File: config.mk
export PLATFORM = sky130hd
export DESIGN_NAME = cpu_control_fsm
export DESIGN_NICKNAME = d
export VERILOG_FILES = /design/src/rtl/cpu_control_fsm.sv
export SDC_FILE = /design/constraint.sdc
export NUM_CORES = 1
export LEC_CHECK = 0
export ABC_CLOCK_PERIOD_IN_PS = 1800
export BUFFER_PORTS_ARGS = -buffer_cell sky130_fd_sc_hd__clkbuf_2
export CORE_MARGIN = 2
export CORE_UTILIZATION = 25
export DETAILED_ROUTE_END_ITERATION = 6
export HOLD_SLACK_MARGIN = 0.15
export PLACE_DENSITY = 0.59
export SETUP_SLACK_MARGIN = 0.15
export SKIP_CTS_REPAIR_TIMING = 1
export SYNTH_ARGS = -nofsm -noshare
export SYNTH_HDL_FRONTEND = slang
export SYNTH_SLANG_ARGS = --single-unit
export TNS_END_PERCENT = 30
File: constraint.sdc
create_clock -name clock -period 1.8 [get_ports clock]
set_input_delay 0.54 -clock clock [delete_from_list [all_inputs] [get_ports clock]]
set_output_delay 0.54 -clock clock [all_outputs]
set_load 0.02 [all_outputs]
File: src/rtl/cpu_control_fsm.sv
// Fetch/decode/execute sequencer for the 5-bit accumulator CPU: decodes IR[2:0]
// and drives every datapath load enable, mux select, ALU op and memory strobe.
module cpu_control_fsm #(
    parameter int DBus = 5
) (
    input  logic            clock,
    input  logic            reset,
    input  logic [DBus-1:0] IR,
    output logic            MARL,
    output logic            SMMAR,
    output logic            IRL,
    output logic            PCL,
    output logic            SMPC,
    output logic            SMALUA,
    output logic            SMALUB,
    output logic            OPALU,
    output logic            AL,
    output logic            SMA,
    output logic            MCS,
    output logic            MRW,
    output logic            CLKMASK,
    output logic            halted
);

    typedef enum logic [2:0] {
        S_IDLE,
        S_F0,
        S_F1,
        S_D0,
        S_O1,
        S_E0,
        S_HALT
    } state_e;

    localparam logic [2:0] OP_NOP = 3'b000;
    localparam logic [2:0] OP_LDA = 3'b001;
    localparam logic [2:0] OP_ADD = 3'b010;
    localparam logic [2:0] OP_SUB = 3'b011;
    localparam logic [2:0] OP_JMP = 3'b100;
    localparam logic [2:0] OP_LDI = 3'b101;
    localparam logic [2:0] OP_UND = 3'b110;
    localparam logic [2:0] OP_HLT = 3'b111;

    state_e     state_q;
    state_e     state_d;
    logic [2:0] opcode;
    logic       unused_ir;

    assign opcode    = IR[2:0];
    assign unused_ir = ^IR[DBus-1:3];
    assign halted    = CLKMASK;

    // NOTE: state flops use non-blocking assignment so every flop samples
    // pre-edge values regardless of evaluation order.
    always_ff @(posedge clock or negedge reset) begin
        if (!reset) begin
            state_q <= S_IDLE;
        end else begin
            state_q <= state_d;
        end
    end

    // Outputs depend on IR as loaded at the end of F1, so they cannot be
    // registered; an async reset to IDLE still zeroes them immediately.
    always_comb begin
        // NOTE: every output gets a default first so no path infers a latch.
        state_d = state_q;
        MARL    = 1'b0;
        SMMAR   = 1'b0;
        IRL     = 1'b0;
        PCL     = 1'b0;
        SMPC    = 1'b0;
        SMALUA  = 1'b0;
        SMALUB  = 1'b0;
        OPALU   = 1'b0;
        AL      = 1'b0;
        SMA     = 1'b0;
        MCS     = 1'b0;
        MRW     = 1'b0;
        CLKMASK = 1'b0;

        unique case (state_q)
            S_IDLE: state_d = S_F0;
            S_F0: begin
                MARL    = 1'b1;
                SMMAR   = 1'b1;
                state_d = S_F1;
            end
            S_F1: begin
                MCS     = 1'b1;
                MRW     = 1'b1;
                IRL     = 1'b1;
                PCL     = 1'b1;
                SMPC    = 1'b1;
                state_d = S_D0;
            end
            S_D0: begin
                case (opcode)
                    OP_NOP, OP_UND: state_d = S_F0;
                    OP_HLT:         state_d = S_HALT;
                    default: begin
                        MARL    = 1'b1;
                        SMMAR   = 1'b1;
                        state_d = S_O1;
                    end
                endcase
            end
            S_O1: begin
                MCS     = 1'b1;
                MRW     = 1'b1;
                state_d = S_F0;
                case (opcode)
                    OP_LDI: begin
                        AL   = 1'b1;
                        PCL  = 1'b1;
                        SMPC = 1'b1;
                    end
                    OP_JMP: PCL = 1'b1;
                    OP_LDA, OP_ADD, OP_SUB: begin
                        MARL    = 1'b1;
                        PCL     = 1'b1;
                        SMPC    = 1'b1;
                        state_d = S_E0;
                    end
                    default: ;
                endcase
            end
            S_E0: begin
                MCS     = 1'b1;
                MRW     = 1'b1;
                AL      = 1'b1;
                state_d = S_F0;
                if (opcode == OP_ADD || opcode == OP_SUB) begin
                    SMA    = 1'b1;
                    SMALUA = 1'b1;
                    SMALUB = 1'b1;
                    OPALU  = (opcode == OP_SUB);
                end
            end
            S_HALT: CLKMASK = 1'b1;
            default: state_d = S_IDLE;
        endcase
    end

endmodule

==> impl_metrics.toml <==
[layout]
nNetsFinal = 86
fill_cells = 114
design_area_um2 = 726
area_growth_pct = 113
utilization_pct = 56.5
largest_register_ffs = 3
largest-register = "state_q"
layout.area.seq_um2 = 77.6
drive_above_1_share_pct = 69.2
multi_input_area_um2 = 320
reg_top3 = "state_q: 3 flops"
n_antenna_cell = 0

[floorplanning]
ioPinCount = 21
num_rows = 13
dieWidth_um = 40.9
core_um2 = 1280
die-area_um2 = 1670
die_h_um = 40.9
start_util_pct = 26.5

[global_route]
grt_pass1_vias = 374
grt_pass1_wl_mm = 1.52
grt_overflow = 0
grt_max_degree = 7
grt.total_usage_pct = 13.8
antenna_found_initial = 0

[worst_setup_path]
crit_slowest_cell = "dfrtp_1"
worstRegToRegCells = 4
cp.buffers_inverters = 1
worstReg2RegStart = "state_q[0]"
path_cells = "nand2b_4 -> a21boi_4 -> o32ai_4 -> buf_6"
critPathCaptureType = "primary output"
path_class = "reg -> out"
rrSetupSlack_ps = 700
cp.depth = 4
critical_path.max_fanout = 4
max_stage_delay_ps = 420
cp_data_required_time_ps = 1260
critical-path-top-delay-family = "flip-flops"
reg2reg_to = "state_q[2]"
critPathArrivalTime_ps = 1350
start_kind = "flop"

[place]
placed_cell_area_um2 = 574
io_buffers = 18
globalplace.congestion = 0.719
hpwl_um = 763
place_ws_ps = -199

[timing]
rsz0062_at_grt = "yes"
finalCriticalPeriod_ps = 1890
max_freq_mhz = 530
report.final.hold_viol_count = 0
setup_ws_ps = -88.5
max_slew_margin_pct = 84.6
slew_violations = 0
worstMarginPinSlew_ps = 227
worst_clock_skew_ps = 0.0662
fin_crit_sh_pct = 105
setup_viol = 7

[routing]
routedWlPerCell_um = 10.5
drt_iter0_markers = 7
viasPerCell = 4.58
postRouteAntennaNets = 0
drcViolationCount = 0
routed_wl_um = 976
num_vias = 426
drtPass1Iterations = 4

[clocking]
clkSinkCount = 3
clk_latency_ps = 230
root_buffer = "clkbuf_4"
clkTransAtPathRegs_ps = 40
tritoncts = "yes"
cts_buffer_depth = 2
cts_buffers = 3
h-tree-depth = 1

[pwr]
p_leak_uw = 0.000356
swShare_pct = 46.6
peakVddDrop_mv = 0.771
clock_power_share_pct = 10.1
combPwrFrac_pct = 74.8
switchingPower_uw = 531
pwr-share-seq_pct = 15.1
power_uw = 1140
powerDensity_nw_per_um2 = 1570
internal_power_uw = 609

[synth]
ys_seq_area_share_pct = 22.1
synth-seq-cells = 3
synth_area_leaders = "dfrtp_1, buf_4, nor2b_1"
avgSynthCellArea_um2 = 7.40
yosysTopAreaCell = "dfrtp_1"
synth_cells = 46
ys_types = 26
yosys.area.top_type_share_pct = 22.1
synth_area_um2 = 340
ys_warn_count = 0
syn-num-nets = 53

[status]
violations = "negative setup slack"
status = "finished, violations left"

[run]
cap_viol_max_count = 0

[worst_hold_path]
hp-class = "in -> async"
worst reg2reg max path, cell delays in order, from the launching register on:
cell      delay [ps]
dfrtp_2          440
buf_4            170
xor2_1           160
o311ai_1          90
nand3_1          110
worst max path at each step:
stage / startpoint / end / slack, ps
floorplan: IR[2] / OPALU / 70
global placement: IR[2] / SMMAR / -200
detailed placement: IR[2] / SMMAR / -200
CTS: state_q[2] / MARL / -210
global route: state_q[2] / OPALU / -150
finish: state_q[2] / MARL / -90
layout by cell type, fill, tap and decap left out, drive strengths merged:
| cell type | instances |
|---|---|
| and3 | 1 |
| buf | 28 |
| o211ai | 1 |
| o32ai | 1 |
| nand2 | 4 |
| nor4 | 1 |
| nand3 | 1 |
| clkbuf | 7 |
| a21oi | 3 |
| nor2 | 4 |
| nand4 | 1 |
| nand2b | 3 |
| a31oi | 1 |
| a2bb2oi | 1 |
| dfrtp | 3 |
| inv | 3 |
| clkinv | 1 |
| mux2 | 1 |
| xor2 | 1 |
| o311ai | 1 |
| dlygate4sd3 | 1 |
| o21ai | 3 |
| and2 | 1 |
| nor2b | 4 |
| and2b | 1 |
| a21boi | 1 |
Yosys cell counts:
cell type  n
nor2b_2    1
buf_4      4
xor2_1     1
a21boi_1   1
nand2b_1   2
and2b_1    1
a21oi_1    3
dfrtp_1    3
and3_1     1
nand4_1    1
nand2_1    4
nand2b_2   1
and2_1     1
o21ai_0    3
o311ai_1   1
a2bb2oi_1  1
nor4_2     1
nor2b_1    3
o32ai_1    1
inv_2      1
nor2_1     4
mux2_2     1
a31oi_1    1
nand3_1    1
inv_1      3
o211ai_1   1
layer usage:
metal	vias up	track usage (%)	routed length, um
met5	-	0	0
met4	0	2.50	0
met3	0	4.89	62
met2	18	22.3	462
met1	185	17.6	452
li1	223	-	-
through the flow:
stage | std cells | TNS [ps] | hold WS (ps)
global placement | 86 | -843 | 336
global route | 93 | -1030 | 648
CTS | 90 | -1300 | 98.0
detailed placement | 86 | -846 | 339
finish | 93 | -301 | 644
floorplan | 46 | 0 | 244
cell type report:
type                    count  area share (%)
multi-input cells          35            44.1
repair buffers             32            35.9
flip-flops and latches      3            10.7
clock buffers               4            3.62
inverters                   4            3.10
well taps                  15            2.59
cell families after synthesis:
kind of cell | share of synthesized area [%]
buffers and inverters | 13.2
xor gates and xnor gates | 2.57
and+or+nand+nor | 36.0
muxes | 3.31
DFF | 22.1
AOI/OAI and AO/OA | 22.8
power groups by stage:
stage | combinational (uW) | clock, uW | sequential [uW]
after floorplan | 510 | 0 | 166
after global placement | 738 | 0 | 151
after detailed placement | 739 | 0 | 151
after CTS | 740 | 117 | 150
after global routing | 932 | 132 | 176
final | 853 | 116 | 172
Note: power is estimated with default switching activity, not from simulation.
